[src/rtl/haar_eval_pkg.sv]
// Shared widths, parameter-word indices and state encoding for the
// Haar stage evaluator. HAAR_EVAL_SATURATE_EN selects a clamping stage sum.
package haar_eval_pkg;

  localparam int DATA_WIDTH_12 = 12;
  localparam int II_WIDTH = 24;
  localparam int FEAT_WIDTH = 40;
  localparam int SUM_WIDTH = 20;
  localparam int NUM_PARAM_PER_CLASSIFIER = 18;

  localparam int P_RECT_STRIDE = 5;
  localparam int P_RECT0_X = 0;
  localparam int P_RECT0_Y = 1;
  localparam int P_RECT0_W = 2;
  localparam int P_RECT0_H = 3;
  localparam int P_RECT0_WT = 4;
  localparam int P_RECT1_X = 5;
  localparam int P_RECT2_X = 10;
  localparam int P_THR = 15;
  localparam int P_LEFT = 16;
  localparam int P_RIGHT = 17;

  typedef enum logic [2:0] {
    ST_IDLE,
    ST_LOAD,
    ST_FETCH,
    ST_EVAL,
    ST_STAGE_THR
  } state_t;

  // Signed add of two stage-sum words; clamps to the
  // representable range when saturation is built in.
  function automatic logic [SUM_WIDTH-1:0] sum_add(
    input logic [SUM_WIDTH-1:0] a,
    input logic [SUM_WIDTH-1:0] b
  );
    logic [SUM_WIDTH:0] s;
    s = {a[SUM_WIDTH-1], a} + {b[SUM_WIDTH-1], b};
`ifdef HAAR_EVAL_SATURATE_EN
    if (s[SUM_WIDTH] != s[SUM_WIDTH-1]) begin
      if (s[SUM_WIDTH])
        return {1'b1, {(SUM_WIDTH-1){1'b0}}};
      else
        return {1'b0, {(SUM_WIDTH-1){1'b1}}};
    end
`endif
    return s[SUM_WIDTH-1:0];
  endfunction

endpackage

[src/rtl/haar_rect_sum.sv]
// Reads corners A,B,C,D of one rectangle and returns D-B-C+A (24b wrap).
// Ports: start/x/y/w/h in, ii_req/ii_x/ii_y/ii_valid/ii_data, done/sum out.
module haar_rect_sum
  import haar_eval_pkg::*;
(
  input  logic                     clk_fpga,
  input  logic                     reset_fpga,
  input  logic                     start,
  input  logic [DATA_WIDTH_12-1:0] x,
  input  logic [DATA_WIDTH_12-1:0] y,
  input  logic [DATA_WIDTH_12-1:0] w,
  input  logic [DATA_WIDTH_12-1:0] h,
  output logic                     ii_req,
  output logic [DATA_WIDTH_12-1:0] ii_x,
  output logic [DATA_WIDTH_12-1:0] ii_y,
  input  logic                     ii_valid,
  input  logic [II_WIDTH-1:0]      ii_data,
  output logic                     done,
  output logic [II_WIDTH-1:0]      sum
);

  logic                busy;
  logic [1:0]          corner;
  logic [II_WIDTH-1:0] acc;
  logic [II_WIDTH-1:0] acc_nxt;

  // corner 0=A, 1=B, 2=C, 3=D: bit0 adds w, bit1 adds h
  assign ii_req = busy;
  assign ii_x = !busy ? '0 : corner[0] ? x + w : x;
  assign ii_y = !busy ? '0 : corner[1] ? y + h : y;
  assign sum = acc;

  always_comb begin
    acc_nxt = acc - ii_data;
    if (corner == 2'd0 || corner == 2'd3)
      acc_nxt = acc + ii_data;
  end

  always_ff @(posedge clk_fpga) begin
    if (!reset_fpga) begin
      busy <= 1'b0;
      corner <= '0;
      acc <= '0;
      done <= 1'b0;
    end else begin
      done <= 1'b0;
      if (start && !busy) begin
        busy <= 1'b1;
        corner <= '0;
        acc <= '0;
      end else if (busy && ii_valid) begin
        acc <= acc_nxt;
        corner <= corner + 2'd1;
        if (corner == 2'd3) begin
          busy <= 1'b0;
          done <= 1'b1;
        end
      end
    end
  end

endmodule

[src/rtl/haar_stage_evaluator.sv]
// Evaluates one cascade stage for a window: loads classifiers, sums
// weighted rects, picks leaves, compares with stage threshold.
// Ports: i_start/i_win_*, i_data stream (o_rden), ii port, o_busy/o_done/o_pass/o_stage_sum.
// Build option: HAAR_EVAL_SATURATE_EN makes the stage sum saturate.
module haar_stage_evaluator
  import haar_eval_pkg::*;
(
  input  logic                     clk_fpga,
  input  logic                     reset_fpga,
  input  logic                     i_start,
  input  logic [DATA_WIDTH_12-1:0] i_win_x,
  input  logic [DATA_WIDTH_12-1:0] i_win_y,
  input  logic [DATA_WIDTH_12-1:0] i_data,
  input  logic                     i_data_valid,
  input  logic                     i_end_database,
  output logic                     o_rden,
  output logic                     o_ii_req,
  output logic [DATA_WIDTH_12-1:0] o_ii_x,
  output logic [DATA_WIDTH_12-1:0] o_ii_y,
  input  logic                     i_ii_valid,
  input  logic [II_WIDTH-1:0]      i_ii_data,
  output logic                     o_busy,
  output logic                     o_done,
  output logic                     o_pass,
  output logic [SUM_WIDTH-1:0]     o_stage_sum
);

  state_t state, state_d;

  logic [DATA_WIDTH_12-1:0] params [NUM_PARAM_PER_CLASSIFIER];
  logic [4:0] cnt;
  logic [1:0] rect;
  logic       launched;
  logic [DATA_WIDTH_12-1:0] win_x, win_y;
  logic signed [FEAT_WIDTH-1:0] feature;
  logic [SUM_WIDTH-1:0] stage_sum;

  logic rs_start, rs_done;
  logic [II_WIDTH-1:0] rs_sum;
  logic load_word, finish, rect_adv, skip, pass_d;
  logic [4:0] base;
  logic [DATA_WIDTH_12-1:0] rx, ry, rw, rh, rwt, leaf;
  logic signed [FEAT_WIDTH-1:0] wt_ext, rs_ext, prod, thr_ext;
  logic signed [SUM_WIDTH-1:0] sum_s, sthr_s;

  assign base = 5'(rect) * 5'(P_RECT_STRIDE);
  assign rx = win_x + params[base];
  assign ry = win_y + params[base + 5'd1];
  assign rw = params[base + 5'd2];
  assign rh = params[base + 5'd3];
  assign rwt = params[base + 5'd4];
  assign skip = (rwt == '0) || (rw == '0) || (rh == '0);

  assign wt_ext = FEAT_WIDTH'(signed'(rwt));
  assign rs_ext = FEAT_WIDTH'(rs_sum);
  assign prod = wt_ext * rs_ext;

  assign thr_ext = FEAT_WIDTH'(signed'(params[P_THR]));
  assign leaf = (feature < thr_ext) ? params[P_LEFT] : params[P_RIGHT];

  assign sum_s = stage_sum;
  assign sthr_s = SUM_WIDTH'(signed'(i_data));
  assign pass_d = sum_s >= sthr_s;

  assign o_busy = state != ST_IDLE;

  haar_rect_sum u_rect (
    .clk_fpga   (clk_fpga),
    .reset_fpga (reset_fpga),
    .start      (rs_start),
    .x          (rx),
    .y          (ry),
    .w          (rw),
    .h          (rh),
    .ii_req     (o_ii_req),
    .ii_x       (o_ii_x),
    .ii_y       (o_ii_y),
    .ii_valid   (i_ii_valid),
    .ii_data    (i_ii_data),
    .done       (rs_done),
    .sum        (rs_sum)
  );

  always_ff @(posedge clk_fpga) begin
    if (!reset_fpga)
      state <= ST_IDLE;
    else
      state <= state_d;
  end

  always_comb begin
    state_d = state;
    o_rden = 1'b0;
    rs_start = 1'b0;
    load_word = 1'b0;
    finish = 1'b0;
    rect_adv = 1'b0;
    unique case (state)
      ST_IDLE: begin
        if (i_start)
          state_d = ST_LOAD;
      end
      ST_LOAD: begin
        o_rden = i_data_valid;
        // end marker at a classifier boundary is the stage threshold
        if (cnt == '0 && i_end_database) begin
          if (i_data_valid) begin
            finish = 1'b1;
            state_d = ST_IDLE;
          end else begin
            state_d = ST_STAGE_THR;
          end
        end else if (i_data_valid) begin
          load_word = 1'b1;
          if (cnt == 5'(NUM_PARAM_PER_CLASSIFIER - 1))
            state_d = ST_FETCH;
        end
      end
      ST_FETCH: begin
        if (skip || rs_done) begin
          rect_adv = 1'b1;
          if (rect == 2'd2)
            state_d = ST_EVAL;
        end else if (!launched) begin
          rs_start = 1'b1;
        end
      end
      ST_EVAL: state_d = ST_LOAD;
      ST_STAGE_THR: begin
        o_rden = i_data_valid;
        if (i_data_valid) begin
          finish = 1'b1;
          state_d = ST_IDLE;
        end
      end
      default: state_d = ST_IDLE;
    endcase
  end

  always_ff @(posedge clk_fpga) begin
    if (!reset_fpga) begin
      cnt <= '0;
      rect <= '0;
      launched <= 1'b0;
      win_x <= '0;
      win_y <= '0;
      feature <= '0;
      stage_sum <= '0;
      o_done <= 1'b0;
      o_pass <= 1'b0;
      o_stage_sum <= '0;
      for (int i = 0; i < NUM_PARAM_PER_CLASSIFIER; i++)
        params[i] <= '0;
    end else begin
      o_done <= finish;
      if (state == ST_IDLE && i_start) begin
        win_x <= i_win_x;
        win_y <= i_win_y;
        stage_sum <= '0;
        cnt <= '0;
        o_pass <= 1'b0;
        o_stage_sum <= '0;
      end
      if (load_word) begin
        params[cnt] <= i_data;
        if (cnt == 5'(NUM_PARAM_PER_CLASSIFIER - 1)) begin
          cnt <= '0;
          rect <= '0;
          launched <= 1'b0;
          feature <= '0;
        end else begin
          cnt <= cnt + 5'd1;
        end
      end
      if (rs_start)
        launched <= 1'b1;
      if (rect_adv) begin
        rect <= (rect == 2'd2) ? 2'd0 : rect + 2'd1;
        launched <= 1'b0;
        if (!skip)
          feature <= feature + prod;
      end
      if (state == ST_EVAL)
        stage_sum <= sum_add(stage_sum, SUM_WIDTH'(signed'(leaf)));
      if (finish) begin
        o_pass <= pass_d;
        o_stage_sum <= stage_sum;
      end
    end
  end

endmodule

[config.mk]
export PLATFORM = sky130hd
export DESIGN_NAME = haar_stage_evaluator
export DESIGN_NICKNAME = d
export VERILOG_FILES = /design/src/rtl/haar_eval_pkg.sv /design/src/rtl/haar_rect_sum.sv /design/src/rtl/haar_stage_evaluator.sv
export SDC_FILE = /design/constraint.sdc
export NUM_CORES = 2
export LEC_CHECK = 0
export ABC_AREA = 1
export BUFFER_PORTS_ARGS = -buffer_cell sky130_fd_sc_hd__buf_2
export CORE_UTILIZATION = 35
export DETAILED_ROUTE_END_ITERATION = 10
export PLACE_DENSITY = 0.54
export SYNTH_ARGS = -nofsm -noshare
export SYNTH_HDL_FRONTEND = slang
export SYNTH_SLANG_ARGS = --single-unit
[constraint.sdc]
create_clock -name clk_fpga -period 11.25 [get_ports clk_fpga]
set_clock_uncertainty 0.05 [all_clocks]
set_input_delay 2.25 -clock clk_fpga [delete_from_list [all_inputs] [get_ports clk_fpga]]
set_output_delay 2.25 -clock clk_fpga [all_outputs]
set_load 0.05 [all_outputs]
==> metrics.md <==
| Metric | Value |
|---|---|
| Via density | `5.446` |
| Critical Path Source Type | `flop` |
| Clk buf depth | `3` |
| Global-route wire length before repair | `261,200 um` |
| Top delay family on crit path | `compound AO/OA/AOI/OAI gates` |
| Congestion Overflow GR | `0` |
| Die Wd | `roughly 370 um` |
| Fin Setup TNS | `0 ns` |
| Max frequency | `0.1018 GHz` |
| CTS clk-pin slew, worst paths | `approximately 0.060 ns` |
| Slowest stage delay, CP | `approximately 0.76 ns` |
| Final hold violations | `0` |
| Syn nets | `~6,900` |
| Post-synth EDFFs | `about 380` |
| Register bit total from synthesis | `529` |
| FFs w/ async S/R, synth | `0%` |
| Critical path capture point type | `output port` |
| RSZ-0062 raised after global routing | `no` |
| CTS Buf Count | `slightly below 70` |
| IR drop worst, VDD | `about 95 uV` |
| Root Driver | `clkbuf_16` |
| Vias | `around 43,000` |
| Gr usage total | `25.58%` |
| Worst Hold Class | `flop to flop` |
| Final setup viols | `0` |
| Share of layout cells above drive strength 1 | `about 6.2%` |
| Final worst setup slack | `1.429 ns` |
| H-tree levels | `3` |
| Worst EP arrival | `around 7.5 ns` |
| Most frequent cells in the layout | `nand2_1 (1,545), nor2_1 (772), inv_1 (628)` |
| Mean Syn Cell Area | `between 7 and 8 um2` |
| Synth-to-layout area growth | `8.297%` |
| Crit-path most repeated cell | `nor2_1` |
| Wire per inst | `21.94 um` |
| CTS tree | `done` |
| Num rows | `between 100 and 150` |
| # clock sinks | `~530` |
| Final WL | `174,800 um` |
| Post-Synthesis Cell Area | `between 0.04 and 0.05 mm2` |
| Post-cts sizing count | `0` |
| Design Power | `about 6500 uW` |
| Pre-CTS setup slack | `approximately 1.9 ns` |
| # IOs | `115` |
| Largest net degree at the start of global routing | `239` |
| IO Port Bufs | `114` |
| DRT iter0 DRCs | `4,322` |
| Routed Antenna Nets | `0` |
| DP HPWL | `127,100 um` |
| Worst slew pin tran | `~1.2 ns` |
| Most common cell after layout, fill and taps aside | `nand2_1` |
| DIE HEIGHT | `about 370 um` |
| Leakage | `0.02212 uW` |
| Initial Util | `around 35%` |
| Core footprint | `0.1318 mm2` |
| Netlist cell types | `63` |
| Total iterations of the first detailed-routing run | `6` |
| Crit path time final | `~9.8 ns` |
| # nets final | `approximately 6,800` |
| Sequential share of the synthesized area | `between 30% and 40%` |
| Worst skew pair latency | `0.66 ns` |
| Number of global-route vias before repair | `slightly above 40,000` |
| Die area | `0.1346 mm2` |
| Antenna violations before repair | `10` |
| Synthesized instance count | `between 6,000 and 7,000` |
| Post-CTS Hold Buffers | `0` |
| Fin Hold WS | `about 0.40 ns` |
| Status | `finished, final reports clean` |
| Max Cap Violations | `0` |
| Slew headroom | `roughly 21%` |
| Critical path class | `flop to output port` |
| RePlAce Congestion | `about 0.95` |
| Post-CTS setup buffer count | `0` |
| Worst EP required | `8.95 ns` |
| PD cells | `~130 mW/mm2` |
| Worst path slowest cell | `ha_4` |
| # diodes | `0` |
| Worst path buffer plus inverter count | `4` |
| Remaining DRCs | `0` |
| Crit-path max FO | `113` |
| Max Slew Vio Count | `0` |
| Top FF cell, synth | `edfxtp_1` |
| Crit share post-route | `between 80% and 90%` |
| Ys Warns | `0` |
[final cells by class]
type                    count  area (um2)
clock buffers              91        1908
flip-flops and latches    529       14440
fillers                 13820       81320
repair buffers            189        1199
multi-input cells        4717       28020
inverters                 655        2482
well taps                1755        2196
clock inverters            31       230.2
[synth_stat cells, types with 5 or more instances]
master,number,share of area [%]
nand2_1,1546,12
nor2_1,780,6.3
inv_1,631,5.1
nand3_1,613,6.6
edfxtp_1,384,25
o21ai_0,365,3.9
a21oi_1,313,3.4
ha_1,276,7.4
fa_1,261,11
clkbuf_1,149,1.2
dfxtp_1,145,6.2
buf_2,107,1.1
xor2_1,66,1.2
o211ai_1,48,0.77
buf_1,44,0.35
o22ai_1,44,0.59
a31oi_1,38,0.51
buf_4,34,0.55
o21ai_1,33,0.35
nand4_1,31,0.42
nor3_1,27,0.29
xnor2_1,27,0.51
or2_2,26,0.35
nor2_2,24,0.32
buf_6,22,0.53
o21bai_1,21,0.34
a211oi_1,20,0.32
a32o_1,17,0.37
clkinv_1,16,0.13
o221ai_1,15,0.28
or2_1,15,0.20
and2_1,14,0.19
o311ai_0,14,0.26
a21o_1,13,0.21
o2bb2ai_1,12,0.23
nor4_1,10,0.13
inv_2,6,0.048
o21a_1,6,0.097
nand3b_1,5,0.081
[logic make-up (layout without fill, tap and decap cells)]
group	after synthesis	in the layout	synth area share, %
flip-flops	529	529	30.97
adder cells (fa/ha/maj)	537	537	18.62
AND/OR/NAND/NOR	3105	3105	27.57
XOR/XNOR	93	93	1.748
buffers and inverters	1012	966	9.078
multiplexers	1	1	0.02148
AO/OA/AOI/OAI	981	981	12.00
[metal layers]
metal	global-route usage [%]	up-vias	wire (um)
li1	-	20410	-
met1	35.32	20860	76110
met2	40.48	1805	78610
met3	4.014	308	13820
met4	8.774	8	6229
met5	0	-	54
[final timing paths]
path | slack, ns | cells past startpoint | from | end
setup / recovery | 1.43 | 28 | rect[0]$_SDFFE_PN0P_ | o_ii_y[9]
hold / removal | 0.40 | 2 | win_x[6]$_SDFFE_PN0P_ | win_x[6]$_SDFFE_PN0P_
setup reg to reg | 1.76 | 31 | rect[0]$_SDFFE_PN0P_ | feature[31]$_SDFF_PN0_
hold reg to reg | 0.40 | 2 | win_x[6]$_SDFFE_PN0P_ | win_x[6]$_SDFFE_PN0P_
[report_power, final]
part | total (uW) | leakage (uW) | internal [uW] | switching (uW)
Sequential | 2270 | 0.00476 | 2160 | 104
Combinational | 2040 | 0.0163 | 663 | 1380
Clock | 2180 | 0.00106 | 1240 | 938
Total | 6480 | 0.0221 | 4070 | 2420
[tightest hold or removal path, cell delays in order (launching register included)]
cell     delay [ns]
dfxtp_1        0.31
inv_1          0.05
a21oi_1        0.05
[state kept, by name, summed over array words and instances, names as in the netlist]
name / flops
feature: 40
u_rect.sum: 24
win_x: 12
u_rect.corner: 2
u_rect.ii_req: 1
params: 384
launched: 1
state: 3
o_done: 1
cnt: 5
o_pass: 1
win_y: 12
stage_sum: 20
rect: 2
o_stage_sum: 20
u_rect.done: 1
[stage by stage]
step           instances  instance area [um2]  util (%)
3_5_place_dp        7845                48340     36.68
6_report            7967                50480     38.30
4_1_cts             7967                50480     38.30
5_1_grt             7967                50480     38.30
3_3_place_gp        7845                48340     36.68
2_1_floorplan       6258                46610         -
(Power assumes the default switching activity.)
